## src/rtl/combo_lock_ctrl_if.sv

```systemverilog
// rtl/combo_lock_ctrl_if.sv - button/switch inputs and status outputs of the combination lock
interface combo_lock_ctrl_if #(
    parameter int NUM_STEPS = 3,
    parameter int MAX_FAILS = 3
);
    localparam int SW = $clog2(NUM_STEPS);
    localparam int FW = $clog2(MAX_FAILS + 1);

    logic          start;
    logic          enter;
    logic          prog;
    logic [15:0]   sw;
    logic [2:0]    state;
    logic [SW-1:0] step_idx;
    logic [FW-1:0] fail_cnt;
    logic          unlocked;
    logic          locked_out;

    modport master (
        output start, enter, prog, sw,
        input  state, step_idx, fail_cnt, unlocked, locked_out
    );

    modport slave (
        input  start, enter, prog, sw,
        output state, step_idx, fail_cnt, unlocked, locked_out
    );
endinterface

```

## src/rtl/combo_lock_ctrl.sv

```systemverilog
// rtl/combo_lock_ctrl.sv - combination lock sequencer with reprogrammable code and lockout
module combo_lock_ctrl #(
    parameter int                      NUM_STEPS      = 3,
    parameter int                      MAX_FAILS      = 3,
    parameter int                      LOCKOUT_CYCLES = 100_000_000,
    parameter logic [16*NUM_STEPS-1:0] DEFAULT_CODE   = {16'h4AA7, 16'hF3CF, 16'h0001}
) (
    input logic               clk,
    input logic               reset,
    combo_lock_ctrl_if.slave  bus
);
    localparam int SW = $clog2(NUM_STEPS);
    localparam int FW = $clog2(MAX_FAILS + 1);
    localparam int TW = (LOCKOUT_CYCLES > 1) ? $clog2(LOCKOUT_CYCLES) : 1;

    localparam logic [SW-1:0] LAST_STEP  = SW'(NUM_STEPS - 1);
    localparam logic [FW-1:0] FAIL_LIMIT = FW'(MAX_FAILS);
    localparam logic [TW-1:0] TIMER_LOAD = TW'(LOCKOUT_CYCLES - 1);

    typedef enum logic [2:0] {
        S_IDLE     = 3'd0,
        S_ENTER    = 3'd1,
        S_UNLOCKED = 3'd2,
        S_PROGRAM  = 3'd3,
        S_LOCKOUT  = 3'd4
    } state_t;

    state_t        state_q, state_d;
    logic [SW-1:0] step_q, step_d;
    logic [FW-1:0] fail_q, fail_d;
    logic [TW-1:0] timer_q, timer_d;
    logic [15:0]   code_q   [NUM_STEPS];
    logic [15:0]   shadow_q [NUM_STEPS];
    logic          shadow_wr;
    logic          code_commit;
    logic          shadow_reload;
    logic          code_match;

    assign code_match = (bus.sw == code_q[step_q]);

    always_comb begin
        state_d       = state_q;
        step_d        = step_q;
        fail_d        = fail_q;
        timer_d       = timer_q;
        shadow_wr     = 1'b0;
        code_commit   = 1'b0;
        shadow_reload = 1'b0;
        case (state_q)
            S_IDLE: begin
                if (bus.start) begin
                    state_d = S_ENTER;
                    step_d  = '0;
                end
            end
            S_ENTER: begin
                if (bus.enter) begin
                    if (code_match) begin
                        if (step_q == LAST_STEP) begin
                            state_d = S_UNLOCKED;
                            fail_d  = '0;
                            step_d  = '0;
                        end else begin
                            step_d = step_q + 1'b1;
                        end
                    end else begin
                        // a wrong entry rejects the attempt right away, not after the last step
                        step_d = '0;
                        if (fail_q >= FAIL_LIMIT - 1'b1) begin
                            state_d = S_LOCKOUT;
                            fail_d  = FAIL_LIMIT;
                            timer_d = TIMER_LOAD;
                        end else begin
                            fail_d  = fail_q + 1'b1;
                            state_d = S_IDLE;
                        end
                    end
                end
            end
            S_UNLOCKED: begin
                if (bus.start) begin
                    state_d = S_IDLE;
                    step_d  = '0;
                end else if (bus.prog) begin
                    state_d = S_PROGRAM;
                    step_d  = '0;
                end
            end
            S_PROGRAM: begin
                if (bus.enter) begin
                    shadow_wr = 1'b1;
                    if (step_q == LAST_STEP) begin
                        code_commit = 1'b1;
                        state_d     = S_UNLOCKED;
                        step_d      = '0;
                    end else begin
                        step_d = step_q + 1'b1;
                    end
                end else if (bus.start) begin
                    shadow_reload = 1'b1;
                    state_d       = S_UNLOCKED;
                    step_d        = '0;
                end
            end
            S_LOCKOUT: begin
                if (timer_q == '0) begin
                    state_d = S_IDLE;
                    fail_d  = '0;
                end else begin
                    timer_d = timer_q - 1'b1;
                end
            end
            default: begin
                state_d = S_IDLE;
                step_d  = '0;
            end
        endcase
    end

    always_ff @(posedge clk or posedge reset) begin
        if (reset) begin
            state_q <= S_IDLE;
            step_q  <= '0;
            fail_q  <= '0;
            timer_q <= '0;
            for (int k = 0; k < NUM_STEPS; k++) begin
                code_q[k]   <= DEFAULT_CODE[16*k +: 16];
                shadow_q[k] <= DEFAULT_CODE[16*k +: 16];
            end
        end else begin
            state_q <= state_d;
            step_q  <= step_d;
            fail_q  <= fail_d;
            timer_q <= timer_d;
            for (int k = 0; k < NUM_STEPS; k++) begin
                if (shadow_reload) begin
                    shadow_q[k] <= code_q[k];
                end else if (shadow_wr && (SW'(k) == step_q)) begin
                    shadow_q[k] <= bus.sw;
                end
                // the final entry is still in flight, so it bypasses the shadow on commit
                if (code_commit) begin
                    code_q[k] <= (SW'(k) == step_q) ? bus.sw : shadow_q[k];
                end
            end
        end
    end

    assign bus.state      = state_q;
    assign bus.step_idx   = step_q;
    assign bus.fail_cnt   = fail_q;
    assign bus.unlocked   = (state_q == S_UNLOCKED);
    assign bus.locked_out = (state_q == S_LOCKOUT);
endmodule
```

## src/flat_wrapper.sv

```systemverilog
// flat-port wrapper written by rule: the top's interface ports become plain ports
module combo_lock_ctrl_flat 
#(
    parameter int                      NUM_STEPS      = 3,
    parameter int                      MAX_FAILS      = 3,
    parameter int                      LOCKOUT_CYCLES = 100_000_000,
    parameter logic [16*NUM_STEPS-1:0] DEFAULT_CODE   = {16'h4AA7, 16'hF3CF, 16'h0001}
)
  (clk, reset, bus_start, bus_enter, bus_prog, bus_sw, bus_state, bus_step_idx, bus_fail_cnt, bus_unlocked, bus_locked_out);
  combo_lock_ctrl_if #(.NUM_STEPS(NUM_STEPS), .MAX_FAILS(MAX_FAILS)) bus_i ();
  input logic clk;
  input logic reset;
  input wire logic [$bits(bus_i.start)-1:0] bus_start;
  input wire logic [$bits(bus_i.enter)-1:0] bus_enter;
  input wire logic [$bits(bus_i.prog)-1:0] bus_prog;
  input wire logic [$bits(bus_i.sw)-1:0] bus_sw;
  output wire logic [$bits(bus_i.state)-1:0] bus_state;
  output wire logic [$bits(bus_i.step_idx)-1:0] bus_step_idx;
  output wire logic [$bits(bus_i.fail_cnt)-1:0] bus_fail_cnt;
  output wire logic [$bits(bus_i.unlocked)-1:0] bus_unlocked;
  output wire logic [$bits(bus_i.locked_out)-1:0] bus_locked_out;
  assign bus_i.start = bus_start;
  assign bus_i.enter = bus_enter;
  assign bus_i.prog = bus_prog;
  assign bus_i.sw = bus_sw;
  assign bus_state = bus_i.state;
  assign bus_step_idx = bus_i.step_idx;
  assign bus_fail_cnt = bus_i.fail_cnt;
  assign bus_unlocked = bus_i.unlocked;
  assign bus_locked_out = bus_i.locked_out;
  combo_lock_ctrl #(.NUM_STEPS(NUM_STEPS), .MAX_FAILS(MAX_FAILS), .LOCKOUT_CYCLES(LOCKOUT_CYCLES), .DEFAULT_CODE(DEFAULT_CODE)) u_core (.clk(clk), .reset(reset), .bus(bus_i));
endmodule
```

## config.mk

```make
export PLATFORM = sky130hd
export DESIGN_NAME = combo_lock_ctrl_flat
export DESIGN_NICKNAME = d
export VERILOG_FILES = /design/src/rtl/combo_lock_ctrl_if.sv /design/src/rtl/combo_lock_ctrl.sv /design/src/flat_wrapper.sv
export SDC_FILE = /design/constraint.sdc
export NUM_CORES = 1
export LEC_CHECK = 0
export ABC_AREA = 1
export BUFFER_PORTS_ARGS = -buffer_cell sky130_fd_sc_hd__buf_2
export CAP_MARGIN = 25
export CORE_MARGIN = 2
export CORE_UTILIZATION = 62
export DETAILED_ROUTE_END_ITERATION = 10
export PLACE_DENSITY = 0.83
export SYNTH_ARGS = -nofsm -noshare
export SYNTH_HDL_FRONTEND = slang
export SYNTH_SLANG_ARGS = --single-unit
```

## constraint.sdc

```tcl
create_clock -name clk -period 4.9 [get_ports clk]
set_input_delay 0.98 -clock clk [delete_from_list [all_inputs] [get_ports clk]]
set_output_delay 0.98 -clock clk [all_outputs]
set_load 0.02 [all_outputs]
```

Yosys cells after proc, flatten, opt, wreduce, memory -nomap -nowiden
Index checks and enable logic that the tools add are counted.

$add $sub $neg: 3. Equal/unequal tests: 17. Reduce and logical (&&, ||, !) cells: 14. Bitwise logic cells: 2. Muxes and demuxes: 50. $lt $le $gt $ge: 2.

Operators by type and width (count): $mux W16 (11); $mux W27 (4); $pmux W27 S2 (1); $bmux W16 S2 (1); $mux W3 (10); $logic_not A27 Y1 (1); $sub A27 B1 Y27 const B (1); $mux W2 (12); $eq A16 B16 Y1 (1); $pmux W3 S5 (1); $pmux W2 S5 (1); $reduce_and A5 Y1 (2); $ne A3 B3 Y1 const B (3); $mux W1 (8); $ne A2 B2 Y1 const B (4); $reduce_bool A2 Y1 (4); $eq A3 B2 Y1 const B (2); $add A2 B1 Y2 const B (2); $ne A2 B1 Y1 const B (2); $pmux W2 S2 (1); $reduce_and A4 Y1 (1); $eq A3 B1 Y1 const B (1); $eq A3 B3 Y1 const B (1); $ge A3 B3 Y1 const B (1); other kinds (10) (12).

Input bits: 21. Flip-flop bits (word level): 130. Logic and storage cells: 98.

Longest topological paths before layout
Depth after elaboration: 8. Mapped depth: 16. Gate-level depth less buffers: 14.

Worst setup path after synthesis
No wires, ideal clock.

Path type: reg-to-output. Start: reg u_core.state_q[0] (netlist: u_core.bus.state[0]). End: out bus_locked_out. Buffers on the path: 3. Arrival time: 1.473 ns. Cell stages (with the launch flop): 5. Path slack: 2.447 ns. Cells stage by stage: dfrtp_1 -> buf_2 -> nor3_1 -> clkbuf_1 -> clkbuf_1.

Cells in the longest elaborated chain, start to end: 1.

RTL lines: start, declared (line combo_lock_ctrl.sv:28) `state_t state_q, state_d;`; start signal, assigned (line combo_lock_ctrl.sv:131) `state_q <= state_d;`; $eq A3 B3 Y1 (line combo_lock_ctrl.sv:153) `assign bus.locked_out = (state_q == S_LOCKOUT);`; end, declared (line flat_wrapper.sv:21) `output wire logic [$bits(bus_i.locked_out)-1:0] bus_locked_out;`.

Every way passes these cells.

Worst setup path in the final report
Start: reg u_core.step_q[0] (netlist: u_core.bus.step_idx[0]). End: reg u_core.timer_q[1].

Cells in the longest elaborated chain, start to end: 7.

RTL lines: start, declared (line combo_lock_ctrl.sv:29) `logic [SW-1:0] step_q, step_d;`; start signal, assigned (line combo_lock_ctrl.sv:132) `step_q <= step_d;`; $not A2 Y3 (not written as such) (line combo_lock_ctrl.sv:39) `assign code_match = (bus.sw == code_q[step_q]);`; $bmux W16 S2 (line combo_lock_ctrl.sv:39); $mux W16 (not written as such) (2 in series) (line combo_lock_ctrl.sv:39); $eq A16 B16 Y1 (line combo_lock_ctrl.sv:39); $ne A2 B2 Y1 (no source line); $reduce_and A5 Y1 (no source line); end signal, assigned (line combo_lock_ctrl.sv:134) `timer_q <= timer_d;`; end, declared (line combo_lock_ctrl.sv:31) `logic [TW-1:0] timer_q, timer_d;`.

Every way passes these cells. The select of a mux whose other input is x is not followed. A chain may end at the register's enable or synchronous reset.

==> flow_summary.yaml <==
die:
  die_y_um: 106
  row_count: 37
  die_area_um2: 11300
  fp.dieW_um: 106
  ioPinCount: 30
  start_util_pct: 63.3
  core_area_um2: 10300
clock_tree:
  h-tree-depth: 4
  cts_resized: 0
  clock_path_buffers: 2
  hold_buffers: 0
  cts_tree: "done"
  postCtsSetupBuffers: 0
  clock_sinks: 114
  clk_latency_ps: 530
  cts_root_buf: "clkbuf_8"
  clkSlewWorstSetupHoldPaths_ps: 50
  cts_made_buffers: 17
yosys:
  synth-xor-area-share_pct: 0.673
  synthAdderAreaFrac_pct: 0.385
  synth_area_per_cell_um2: 7.12
  synthSimpleGateAreaFrac_pct: 35.0
  yosysSeqAreaShare_pct: 44.5
  ys_types: 32
  synthMuxAreaShare_pct: 0
  synth_top_family_by_area: "simple AND/OR/NAND/NOR gates"
  synth_warnings: 0
  ys_ff_latch: 114
  synth_compound_area_share_pct: 11.9
  syn_area_um2: 6500
  synthCells: 914
  synth.net_count: 937
route:
  drcViolationCount: 0
  antenna_left: 0
  dr.pass1.iters: 7
  drt_iter0_drc: 642
  viasPerCell: 5.76
  routed_wl_um: 16900
  wl_per_cell_um: 15.7
  num_vias: 6219
sta:
  drv_slew: 0
  fmax_mhz: 270
  finalCriticalPeriod_ps: 3700
  relSlewSlack_pct: 40.7
  tns_ps: 0
  setup_viol: 0
  fin_ws_ps: 1200
  hold_viol: 0
  rsz0062_at_grt: "no"
  skew_ps: 9.68
  fin_crit_sh_pct: 75.6
  tightest_slew_ps: 886
pwr:
  swShare_pct: 32.5
  power_switching_uw: 987
  pwr-share-comb_pct: 22.1
  p_total_uw: 3040
  power_density_nw_per_um2: 417
  power.leakage_uw: 0.00353
  seq_power_share_pct: 38.4
  clock_power_share_pct: 39.5
  ir_drop_uv: 354
  internal-power_uw: 2050
layout:
  area_delta_synth_final_pct: 12.1
  drive_above_1_share_pct: 12.7
  diodes: 0
  layout.cells.non_filler: 1079
  nFillCells: 854
  fin_nets: 953
worst_setup_path:
  crit-reg2reg-launch: "u_core.bus.step_idx[0]$_DFFE_PP0P_"
  worst-setup-path-type: "reg2reg"
  end_kind: "flip-flop"
  reg2reg_slack_ps: 1200
  crit_family: "simple AND/OR/NAND/NOR gates"
  r2r-end: "u_core.timer_q[1]$_DFFE_PP0P_"
  cp_num_cells: 12
  crit_path_max_incr_delay_ps: 900
  reg2regPathDepth: 12
  crit_buf_inv: 1
  critPathMostFrequentCell: "nand2_1"
  required_ps: 5330
  crit_path_max_fanout: 50
  crit_arrival_ps: 4130
  slowest_stage: "dfrtp_1"
  path_cells: "inv_2, nor2_2, nand2_1, nand4_1, nand2_1, nor2_1, nand2_1, nor2_2, nand3_1, nand2_2, nand2_1, o21ai_1"
  cp-startpoint: "u_core.bus.step_idx[0]$_DFFE_PP0P_"
  crit_path_end: "u_core.timer_q[1]$_DFFE_PP0P_"
  start_kind: "flip-flop"
place:
  post-place-ws_ps: 1360
  io_buffer_count: 29
  place.gp.congestion: 0.875
  place_hpwl_um: 10900
  dp_cells: 1047
grt:
  gr-total-overflow: 0
  grt_max_degree: 83
  grt_pass1_wl_um: 28400
  track_usage_pct: 32.2
  antenna_found_initial: 0
  grt_pass1_vias: 5770
run:
  maxCapViolCount: 0
status:
  status: "complete, no violations"
min_path:
  hold_class: "in2async"
==> kinds of logic (layout without fill, tap and decap cells) <==
group | count (synthesis) | count (layout)
flip-flops | 114 | 114
AO/OA/AOI/OAI | 131 | 131
AND/OR/NAND/NOR | 544 | 544
buffers and inverters | 118 | 147
XOR/XNOR | 5 | 5
adder cells (fa/ha/maj) | 2 | 2
==> worst reg2reg max path, stage by stage, from the launching register on <==
cell and delay [ps]:
dfrtp_1 900, inv_2 350, nor2_2 560, nand2_1 200, nand4_1 130, nand2_1 50
nor2_1 80, nand2_1 60, nor2_2 150, nand3_1 140, nand2_2 680, nand2_1 170
o21ai_1 130
==> routing by layer <==
metal,GRT usage [%],part of all wire (%)
met1,45.7,45
met2,47.2,45
met3,8.77,8.5
met4,12.2,2.0
met5,0,0
==> area by class of cell <==
class                           instances  area (µm²)  share of cell area [%]
Tap cell                              136         170                    2.33
Timing Repair Buffer                   40         228                    3.12
Inverter                               75         284                    3.89
Clock inverter                          5        75.1                    1.03
Multi-Input combinational cell        682        3140                    43.0
Sequential cell                       114        2900                    39.7
Clock buffer                           27         502                    6.88
==> state kept, by name, summed over array words and instances, names as in the netlist <==
register             count
u_core.bus.fail_cnt      2
u_core.code_q           48
u_core.bus.state         3
u_core.shadow_q         32
u_core.timer_q          27
u_core.bus.step_idx      2
==> cells in the final DEF, fill, tap and decap left out, drive strengths merged <==
cell	instances
a21oi	16
a31oi	13
and2	1
buf	40
bufinv	2
clkbuf	27
clkinv	3
dfrtp	80
dfstp	34
ha	2
inv	75
nand2	319
nand3	75
nand3b	2
nand4	30
nor2	96
nor3	13
nor4	1
nor4b	1
o211a	1
o211ai	36
o21a	3
o21ai	62
or2	6
xnor2	1
xor2	4
==> stage by stage <==
stage	cell area, µm²	hold WS, ps	util (%)
4_1_cts	7290	430	71.0
3_3_place_gp	6720	455	65.3
6_report	7290	438	71.0
3_5_place_dp	6720	457	65.3
5_1_grt	7290	444	71.0
2_1_floorplan	6500	442	-
==> cells in the mapped netlist <==
cell / number / area, µm²
nand3_1: 75 / 375
nor4b_1: 1 / 8.76
inv_2: 4 / 15.0
o21ai_1: 23 / 115
ha_1: 2 / 25.0
buf_6: 1 / 11.3
nor2_1: 92 / 345
clkbuf_1: 21 / 78.8
xnor2_1: 1 / 8.76
nand2_1: 318 / 1190
o211ai_1: 36 / 270
dfstp_2: 34 / 893
inv_1: 71 / 267
nand2_2: 1 / 6.26
o21ai_0: 39 / 195
a31oi_1: 13 / 81.3
or2_2: 6 / 37.5
buf_2: 12 / 60.1
o211a_1: 1 / 10.0
buf_4: 6 / 45.0
and2_1: 1 / 6.26
o21a_1: 3 / 22.5
nand4_1: 30 / 188
nor4_1: 1 / 6.26
a21oi_1: 16 / 80.1
nor2_2: 4 / 25.0
buf_1: 3 / 11.3
xor2_1: 4 / 35.0
nor3_2: 1 / 10.0
dfrtp_1: 80 / 2000
nand3b_1: 2 / 15.0
nor3_1: 12 / 60.1
==> worst min path at each step <==
stage | startpoint | end | slack [ps] | cells past startpoint
final | reset | u_core.timer_q[19]$_DFFE_PP0P_ | 440 | 2
after global routing | reset | u_core.timer_q[19]$_DFFE_PP0P_ | 440 | 2
after CTS | reset | u_core.bus.fail_cnt[0]$_DFFE_PP0P_ | 430 | 2
after detailed placement | u_core.code_q[11]$_DFFE_PP1P_ | u_core.code_q[11]$_DFFE_PP1P_ | 460 | 2
after global placement | u_core.code_q[11]$_DFFE_PP1P_ | u_core.code_q[11]$_DFFE_PP1P_ | 450 | 2
after floorplan | u_core.code_q[6]$_DFFE_PP0P_ | u_core.code_q[6]$_DFFE_PP0P_ | 440 | 2
==> power by group through the flow <==
stage	registers [µW]	clock network, µW	logic [µW]
final	1170	1200	673
after global routing	1180	1250	764
after CTS	1160	1210	669
after detailed placement	1170	0	657
after global placement	1170	0	633
after floorplan	1160	0	530
Power figures use the tool's default switching activity.
